`src/rtl/apb_pkg.sv`:
```
// Shared types and constants for the AHB-Lite to APB3 bridge and its interconnect peers.
// Latency: n/a (declarations only).
// Backpressure: n/a.
package apb_pkg;

    // Bridge FSM: LATCH is the first AHB data-phase cycle, ERR1/ERR2 form the two-cycle AHB ERROR.
    typedef enum logic [2:0] {
        IDLE,
        LATCH,
        SETUP,
        ACCESS,
        ERR1,
        ERR2
    } bridge_state_t;

    // AHB HTRANS encodings.
    localparam logic [1:0] HTRANS_IDLE   = 2'b00;
    localparam logic [1:0] HTRANS_BUSY   = 2'b01;
    localparam logic [1:0] HTRANS_NONSEQ = 2'b10;
    localparam logic [1:0] HTRANS_SEQ    = 2'b11;

    // Slot index of the UART inside the APB window.
    localparam logic [3:0] APB_UART_IDX = 4'hD;

endpackage

```
`src/rtl/apb_decoder.sv`:
```
// APB window decode: HADDR[31:12] -> {mapped, slot index}; shared with the AHB interconnect.
// Latency: purely combinational, zero cycles.
// Backpressure: none; the caller decides when the result is used.
module apb_decoder #(
    parameter int          NUM_SLAVES = 16,
    parameter logic [15:0] APB_BASE   = 16'h4000
) (
    input  logic [31:12] haddr_i,
    output logic         mapped_o,
    output logic [3:0]   idx_o
);

    // Slot index is the 4 KB page inside the 64 KB window; it only maps if that slot exists.
    always_comb begin
        idx_o    = haddr_i[15:12];
        mapped_o = (haddr_i[31:16] == APB_BASE) && ({1'b0, haddr_i[15:12]} < 5'(NUM_SLAVES));
    end

endmodule

```
`src/rtl/apb_bridge_mc.sv`:
```
// AHB-Lite to APB3 bridge with one-hot PSEL decode, PREADY wait states, PSLVERR/timeout -> HRESP.
// Latency: 3 AHB wait states for a zero-wait APB slave, +1 per PREADY=0 cycle; unmapped = 2-cycle ERROR.
// Backpressure: one outstanding transfer; AHB is stalled via HREADYOUT until APB completes.
module apb_bridge_mc #(
    parameter int          NUM_SLAVES = 16,
    parameter int          DATA_W     = 32,
    parameter logic [15:0] APB_BASE   = 16'h4000,
    parameter int          TIMEOUT    = 255
) (
    input  logic                         PCLK,
    input  logic                         PRESETn,
    input  logic                         HSEL,
    input  logic [31:0]                  HADDR,
    input  logic [1:0]                   HTRANS,
    input  logic                         HWRITE,
    input  logic [DATA_W-1:0]            HWDATA,
    input  logic                         HREADY,
    output logic                         HREADYOUT,
    output logic                         HRESP,
    output logic [DATA_W-1:0]            HRDATA,
    output logic [NUM_SLAVES-1:0]        PSEL,
    output logic                         PENABLE,
    output logic                         PWRITE,
    output logic [31:0]                  PADDR,
    output logic [DATA_W-1:0]            PWDATA,
    input  logic [NUM_SLAVES*DATA_W-1:0] PRDATA,
    input  logic [NUM_SLAVES-1:0]        PREADY,
    input  logic [NUM_SLAVES-1:0]        PSLVERR
);

    import apb_pkg::*;

    localparam int CNT_W = (TIMEOUT > 0) ? $clog2(TIMEOUT + 1) : 1;
    // Last counter value at which a further PREADY=0 cycle forces the error, so PENABLE is
    // visible for exactly TIMEOUT ACCESS cycles before the bridge gives up.
    localparam logic [CNT_W-1:0] CNT_LAST = (TIMEOUT > 0) ? CNT_W'(TIMEOUT - 1) : '0;

    bridge_state_t           state_q, state_d;
    logic                    hreadyout_q, hreadyout_d;
    logic                    hresp_q, hresp_d;
    logic [DATA_W-1:0]       hrdata_q, hrdata_d;
    logic [NUM_SLAVES-1:0]   psel_q, psel_d;
    logic                    penable_q, penable_d;
    logic                    pwrite_q, pwrite_d;
    logic [31:0]             paddr_q, paddr_d;
    logic [DATA_W-1:0]       pwdata_q, pwdata_d;
    logic [3:0]              idx_q, idx_d;
    logic [CNT_W-1:0]        cnt_q, cnt_d;

    logic                    dec_mapped;
    logic [3:0]              dec_idx;
    logic                    accept;
    logic [15:0]             pready_ext;
    logic [15:0]             pslverr_ext;
    logic [15:0]             sel_onehot;
    logic [DATA_W-1:0]       prdata_sel;

    apb_decoder #(
        .NUM_SLAVES (NUM_SLAVES),
        .APB_BASE   (APB_BASE)
    ) u_dec (
        .haddr_i  (HADDR[31:12]),
        .mapped_o (dec_mapped),
        .idx_o    (dec_idx)
    );

    // Widen per-slot handshakes to 16 so the latched 4-bit index can select without range issues.
    always_comb begin
        accept      = HSEL && HREADY && ((HTRANS == HTRANS_NONSEQ) || (HTRANS == HTRANS_SEQ));
        pready_ext  = 16'(PREADY);
        pslverr_ext = 16'(PSLVERR);
        sel_onehot  = 16'h0001 << idx_q;
    end

    // Read-data mux for the active slot.
    always_comb begin
        prdata_sel = '0;
        for (int i = 0; i < NUM_SLAVES; i++) begin
            if (idx_q == 4'(i)) begin
                prdata_sel = PRDATA[i*DATA_W +: DATA_W];
            end
        end
    end

    // Next-state and registered-output logic for the bridge FSM.
    always_comb begin
        state_d     = state_q;
        hreadyout_d = hreadyout_q;
        hresp_d     = hresp_q;
        hrdata_d    = hrdata_q;
        psel_d      = psel_q;
        penable_d   = penable_q;
        pwrite_d    = pwrite_q;
        paddr_d     = paddr_q;
        pwdata_d    = pwdata_q;
        idx_d       = idx_q;
        cnt_d       = cnt_q;

        case (state_q)
            IDLE: begin
                if (accept) begin
                    hreadyout_d = 1'b0;
                    if (dec_mapped) begin
                        // APB address/direction only move for transfers that reach a slave.
                        paddr_d  = HADDR;
                        pwrite_d = HWRITE;
                        idx_d    = dec_idx;
                        state_d  = LATCH;
                    end else begin
                        hresp_d = 1'b1;
                        state_d = ERR1;
                    end
                end
            end
            LATCH: begin
                // HWDATA is only valid now, one cycle after the address phase.
                if (pwrite_q) begin
                    pwdata_d = HWDATA;
                end
                psel_d  = sel_onehot[NUM_SLAVES-1:0];
                cnt_d   = '0;
                state_d = SETUP;
            end
            SETUP: begin
                penable_d = 1'b1;
                state_d   = ACCESS;
            end
            ACCESS: begin
                if (pready_ext[idx_q]) begin
                    psel_d    = '0;
                    penable_d = 1'b0;
                    if (pslverr_ext[idx_q]) begin
                        hresp_d = 1'b1;
                        state_d = ERR1;
                    end else begin
                        if (!pwrite_q) begin
                            hrdata_d = prdata_sel;
                        end
                        hreadyout_d = 1'b1;
                        state_d     = IDLE;
                    end
                end else if ((TIMEOUT != 0) && (cnt_q == CNT_LAST)) begin
                    psel_d    = '0;
                    penable_d = 1'b0;
                    hresp_d   = 1'b1;
                    state_d   = ERR1;
                end else begin
                    cnt_d = cnt_q + CNT_W'(1);
                end
            end
            ERR1: begin
                hreadyout_d = 1'b1;
                state_d     = ERR2;
            end
            ERR2: begin
                // The master is expected to cancel its next transfer on ERROR, so nothing is
                // accepted while ERR2 is showing.
                hresp_d = 1'b0;
                state_d = IDLE;
            end
            default: begin
                hreadyout_d = 1'b1;
                hresp_d     = 1'b0;
                psel_d      = '0;
                penable_d   = 1'b0;
                state_d     = IDLE;
            end
        endcase
    end

    // State and output registers; asynchronous reset returns everything to the idle values.
    always_ff @(posedge PCLK or negedge PRESETn) begin
        if (!PRESETn) begin
            state_q     <= IDLE;
            hreadyout_q <= 1'b1;
            hresp_q     <= 1'b0;
            hrdata_q    <= '0;
            psel_q      <= '0;
            penable_q   <= 1'b0;
            pwrite_q    <= 1'b0;
            paddr_q     <= '0;
            pwdata_q    <= '0;
            idx_q       <= '0;
            cnt_q       <= '0;
        end else begin
            state_q     <= state_d;
            hreadyout_q <= hreadyout_d;
            hresp_q     <= hresp_d;
            hrdata_q    <= hrdata_d;
            psel_q      <= psel_d;
            penable_q   <= penable_d;
            pwrite_q    <= pwrite_d;
            paddr_q     <= paddr_d;
            pwdata_q    <= pwdata_d;
            idx_q       <= idx_d;
            cnt_q       <= cnt_d;
        end
    end

    assign HREADYOUT = hreadyout_q;
    assign HRESP     = hresp_q;
    assign HRDATA    = hrdata_q;
    assign PSEL      = psel_q;
    assign PENABLE   = penable_q;
    assign PWRITE    = pwrite_q;
    assign PADDR     = paddr_q;
    assign PWDATA    = pwdata_q;

endmodule
```
`config.mk`:
```
export PLATFORM = sky130hd
export DESIGN_NAME = apb_bridge_mc
export DESIGN_NICKNAME = d
export VERILOG_FILES = /design/src/rtl/apb_pkg.sv /design/src/rtl/apb_decoder.sv /design/src/rtl/apb_bridge_mc.sv
export SDC_FILE = /design/constraint.sdc
export NUM_CORES = 1
export LEC_CHECK = 0
export BUFFER_PORTS_ARGS = -buffer_cell sky130_fd_sc_hd__clkbuf_2
export CAP_MARGIN = 20
export CORE_AREA = 8 8 282 284
export CTS_BUF_LIST = sky130_fd_sc_hd__clkbuf_16
export CTS_CLUSTER_SIZE = 20
export DETAILED_ROUTE_END_ITERATION = 12
export DIE_AREA = 0 0 290 292
export MAX_ROUTING_LAYER = met4
export PLACE_DENSITY = 0.41
export RECOVER_POWER = 50
export REMOVE_ABC_BUFFERS = 1
export SYNTH_ARGS = -nofsm -noshare
export SYNTH_HDL_FRONTEND = slang
export SYNTH_HIERARCHICAL = 1
export SYNTH_SLANG_ARGS = --single-unit
```
`constraint.sdc`:
```
create_clock -name PCLK -period 4.9 [get_ports PCLK]
set_input_delay 1.225 -clock PCLK [delete_from_list [all_inputs] [get_ports PCLK]]
set_output_delay 1.225 -clock PCLK [all_outputs]
set_load 0.01 [all_outputs]
```
After elaboration in Yosys (flattened, before gate mapping)

Index checks and enable logic that the tools add are counted.

Bits in registers: 131
Input bits: 615
Output and inout port bits: 116
Logic and storage cells: 116

$add $sub $neg: 1
$lt $le $gt $ge: 1
Equality and inequality tests: 32
Shift operators: 1
Multiplexer cells: 45
Bitwise operators: 6
Reductions and logical operators: 19

Operators with widths:

| cell                                             | number |
|---|---|
| two-way mux 32 bit                               | 16 |
| one-hot mux 16 bit (3 select lines)              | 1 |
| == test 4 bit, second input constant             | 8 |
| two-way mux 16 bit                               | 2 |
| == test 16 x 15 -> 1 bit, second input constant  | 1 |
| == test 4 x 3 -> 1 bit, second input constant    | 4 |
| two-way mux 8 bit                                | 2 |
| one-hot mux 8 bit (2 select lines)               | 1 |
| << shifter 1 x 4 -> 16 bit, first input constant | 1 |
| two-way mux 3 bit                                | 5 |
| one-hot mux 3 bit (5 select lines)               | 1 |
| two-way mux 1 bit                                | 12 |
| inequality test 2 bit, second input constant     | 6 |
| one-hot mux 1 bit (3 select lines)               | 3 |
| adder 8 x 1 -> 8 bit, second input constant      | 1 |
| binary-select mux 1 bit (select 4 bit)           | 2 |
| == test 4 x 2 -> 1 bit, second input constant    | 2 |
| == test 8 bit, second input constant             | 1 |
| AND reduction 2 bit                              | 4 |
| AND reduction 4 bit                              | 2 |
| OR reduction 4 bit                               | 2 |
| == test 3 x 2 -> 1 bit, second input constant    | 2 |
| == test 3 bit, second input constant             | 2 |
| inequality test 3 bit, second input constant     | 2 |
| other kinds (13)                                 | 22 |

Depth between registers and ports, before layout

Word-level depth: 17
Gate-level depth with buffers: 12
Depth with buffers taken out: 7

Cells and area by module

The synthesis kept the hierarchy.

Modules (own cells, without submodules):

| module        | instances | cells an instance | area an instance (µm²) | sequential area each (µm²) |
|---|---|---|---|---|
| apb_bridge_mc | 1         | 1115              | 10380.0                | 3279.4 |
| apb_decoder   | 1         | 9                 | 72.6                   | 0.0 |

Worst setup path before layout

No wires, ideal clock.

Kind: input to register
Start: input HADDR[20]
End: register paddr_q[10] (netlist: PADDR[10])
Library setup time: 125 ps
Arrival: 2948 ps
Required time: 4775 ps
Slack: 1827 ps
Stages on the path: 6
Buffers on the path: 1
Cells stage by stage: nor4_1 and4_1 nand4_1 nor4_1 clkbuf_1 mux2_2

Cells in the longest elaborated chain, start to end: 2

Ends and longest elaborated chain:

| item                          | RTL line             | text |
|---|---|---|
| from (decl)                   | apb_bridge_mc.sv:13  | `input logic [31:0] HADDR,` |
| == test 16 x 15 -> 1 bit      | apb_decoder.sv:16    | `mapped_o = (haddr_i[31:16] == APB_BASE) && ({1'b0, haddr_i[15:12]} < 5'(NUM_SLAVES));` |
| named net dec_mapped          | apb_bridge_mc.sv:50  | `logic dec_mapped;` |
| AND reduction 3 bit (no line) | -                    |  |
| to (signal assigned)          | apb_bridge_mc.sv:193 | `paddr_q <= paddr_d;` |
| to (decl)                     | apb_bridge_mc.sv:45  | `logic [31:0] paddr_q, paddr_d;` |

The timed path passes the listed nets, and every way through them passes these cells.
A chain may end at the register's enable or synchronous reset.

==> flow_summary_export.csv <==
group,metric,value,unit
critical_path,crit_buf_inv,1,
job,cap_violations,1,
layout,drive_gt1_share,50.74,%
routing,firstDrtPassIters,5,
routing,drc,0,
pwr,power,3.695,mW
placement,place_inst,2759,
clocking,cts_sinks,131,
die,die_x,290,µm
sta,worst_hold_slack,0.4918,ns
synthesis,synth_seq_cells,131,
synthesis,syn_inst,1124,
routing,vias,12520,
outcome,violations,"max-capacitance violations, max-slew violations",
routing,antenna_left,0,
sta,slew_headroom,-61.60,%
routing,drt_iter0_markers,691,
clocking,cts_resized,0,
placement,place.gp.congestion,0.9313,
sta,finalClockSkew,0.01342,ns
layout,final_area,15670,µm²
critical_path,startpoint,"PRESETn",
outcome,status,"finished with violations",
die,io_pins,731,
worst_hold_path,worst_hold_path_type,"reg2reg",
global_route,gr-total-overflow,0,
critical_path,start_kind,"input port",
global_route,track_usage,17.63,%
layout,final_common_cell,"clkbuf_2",
clocking,clkSlewWorstSetupHoldPaths,0.06,ns
clocking,cts_buffers,17,
die,fp.dieH,292,µm
synthesis,ys_seq_area_share,31.37,%
synthesis,ys_types,72,
synthesis,yosys_warnings,6,
die,core,75190,µm²
die,rows,101,
critical_path,path_class,"in2async",
synthesis,synth-edff-count,0,
synthesis,synthArstFlopShare,100.0,%
clocking,cts_max_level,4,
die,start_util,13.90,%
synthesis,synth_top_family_by_area,"compound AO/OA/AOI/OAI gates",
worst_hold_path,min_from,"PSEL[4]",
sta,min_period,3.237,ns
global_route,grt_pass1_vias,13870,
synthesis,syn-cell-area,10450,µm²
critical_path,cp.required,4.64,ns
layout,nNetsFinal,2417,
layout,syn_to_final_growth,49.93,%
routing,routed_wl,75590,µm
sta,slew_viol_final,83,
synthesis,synth_compound_area_share,25.38,%
clocking,cts_root_buf,"clkbuf_16",
critical_path,timing.rr.start,"idx_q[1]",
layout,stdcell_count,2801,
synthesis,synth_xor_area_share,0,%
sta,max_slew.worst_pin.slew,2.424,ns
critical_path,cp_max_fo,82,
critical_path,crit_path_max_incr_delay,1.64,ns
routing,avgViaCountPerCell,4.470,
critical_path,endpoint_kind,"async pin",
synthesis,synth_mux_area_share,25.02,%
sta,final-setup-viol-count,0,
sta,finalHoldViolations,0,
routing,routedWlPerCell,26.99,µm
global_route,grt_max_degree,83,
critical_path,arrival,2.97,ns
sta,finalSetupTns,0,ns
critical_path,path_cells,"clkbuf_2",
clocking,postCtsSetupBuffers,0,
global_route,antenna_found_initial,14,
clocking,clockBufferDepth,2,
critical_path,cp_slowest_cell,"clkbuf_2",
synthesis,syn_area_per_cell,9.299,µm²
synthesis,synth_fa_ha_area_share,0.2394,%
synthesis,yosys_most_used_dff,"dfrtp_1",
pwr,vdd_drop_max,0.0001757,V
clocking,cts_tree,"built",
sta,period_share,66.06,%
sta,max_freq,308.9,MHz
layout,fin_util,20.84,%
synthesis,synth-simple-area-share,12.35,%
placement,dpl_cell_area,15190,µm²
pwr,leakage,7.786,nW
sta,final.setup.worst_slack,1.663,ns
clocking,clk-insertion-delay-late,0.47,ns
die,dieArea,84680,µm²
clocking,cts_hold_buf,0,
placement,portBuffers,729,
placement,dp_slack,1.351,ns
pwr,power_density,235.8,nW/µm²
critical_path,critPathTopFamily,"buffers and inverters",
placement,hpwl,60670,µm
global_route,grt_pass1_wl,104900,µm
layout,final_cell_mix,"clkbuf_2 (671), dfrtp_1 (126), mux2_2 (101), a21oi_1 (94), nand2_1 (89)",
sta,rsz0062_at_grt,"false",
==> report_power, final <==
group          internal [mW]  leakage [nW]  total [mW]  switching (mW)
registers               1.24          1.75        1.40           0.167
clock network          0.647         0.244        1.24           0.597
logic                  0.487          5.79        1.05           0.561
==> worst paths after layout <==
check	end	slack [ns]	cells past startpoint
worst max register to register	HRDATA[14]	1.70	8
max in group PCLK	HRDATA[14]	1.70	8
min in group asynchronous	PWDATA[5]	1.46	1
worst min register to register	PSEL[4]	0.49	1
worst min-delay path	PSEL[4]	0.49	1
worst max-delay path	idx_q[3]	1.66	1
==> routing by layer <==
layer  track usage [%]  wire length (µm)  vias to the layer above  part of all wire (%)
met3             3.539              4229                       81                   5.6
met5                 -                 0                        -                     0
li1                  -                 -                     5695                     -
met1             21.03             31860                     6158                    42
met4             5.018              1792                        0                   2.4
met2             30.06             37710                      587                    50
==> cell type report <==
type | count | area [µm²]
timing repair buffer | 770 | 3934
clock inverter | 15 | 105.1
inverter | 7 | 26.28
multi-input combinational | 873 | 6638
antenna | 10 | 25.02
sequential | 131 | 3294
fill | 8425 | 59520
clock buffer | 17 | 425.4
tap | 978 | 1224
==> cells by family (layout without fill, tap and decap cells) <==
family,Yosys count,after routing
AOI/OAI and AO/OA,394,394
DFF,131,131
muxes,203,203
and+or+nand+nor,274,274
adders and majority gates,2,2
other,0,10
buffers and inverters,120,809
==> cell usage after synthesis (8+ instances only) <==
master / n / area share [%]
a21oi_1: 94 / 4.5
a221oi_1: 15 / 1.3
a22o_1: 10 / 0.84
a22oi_1: 10 / 0.72
a2bb2oi_1: 16 / 1.3
a31oi_1: 14 / 0.84
buf_2: 36 / 1.7
buf_4: 15 / 1.1
clkbuf_1: 50 / 1.8
dfrtp_1: 130 / 31
mux2_2: 101 / 11
mux2i_1: 64 / 6.1
mux4_2: 36 / 7.8
nand2_1: 90 / 3.2
nand2b_1: 17 / 1.0
nand3_1: 26 / 1.2
nor2_1: 78 / 2.8
nor2b_1: 14 / 0.84
nor3_1: 9 / 0.43
o21ai_0: 87 / 4.2
o221ai_1: 13 / 1.1
o22a_1: 9 / 0.75
o22ai_1: 37 / 2.2
o2bb2ai_1: 8 / 0.67
or3_1: 8 / 0.48
==> flip-flops by register name, summed over array words and instances, names as in the netlist <==
register	cells
HRDATA	32
HREADYOUT	1
HRESP	1
PADDR	32
PENABLE	1
PSEL	16
PWDATA	32
PWRITE	1
cnt_q	8
idx_q	4
state_q	3
(Power assumes the default switching activity.)
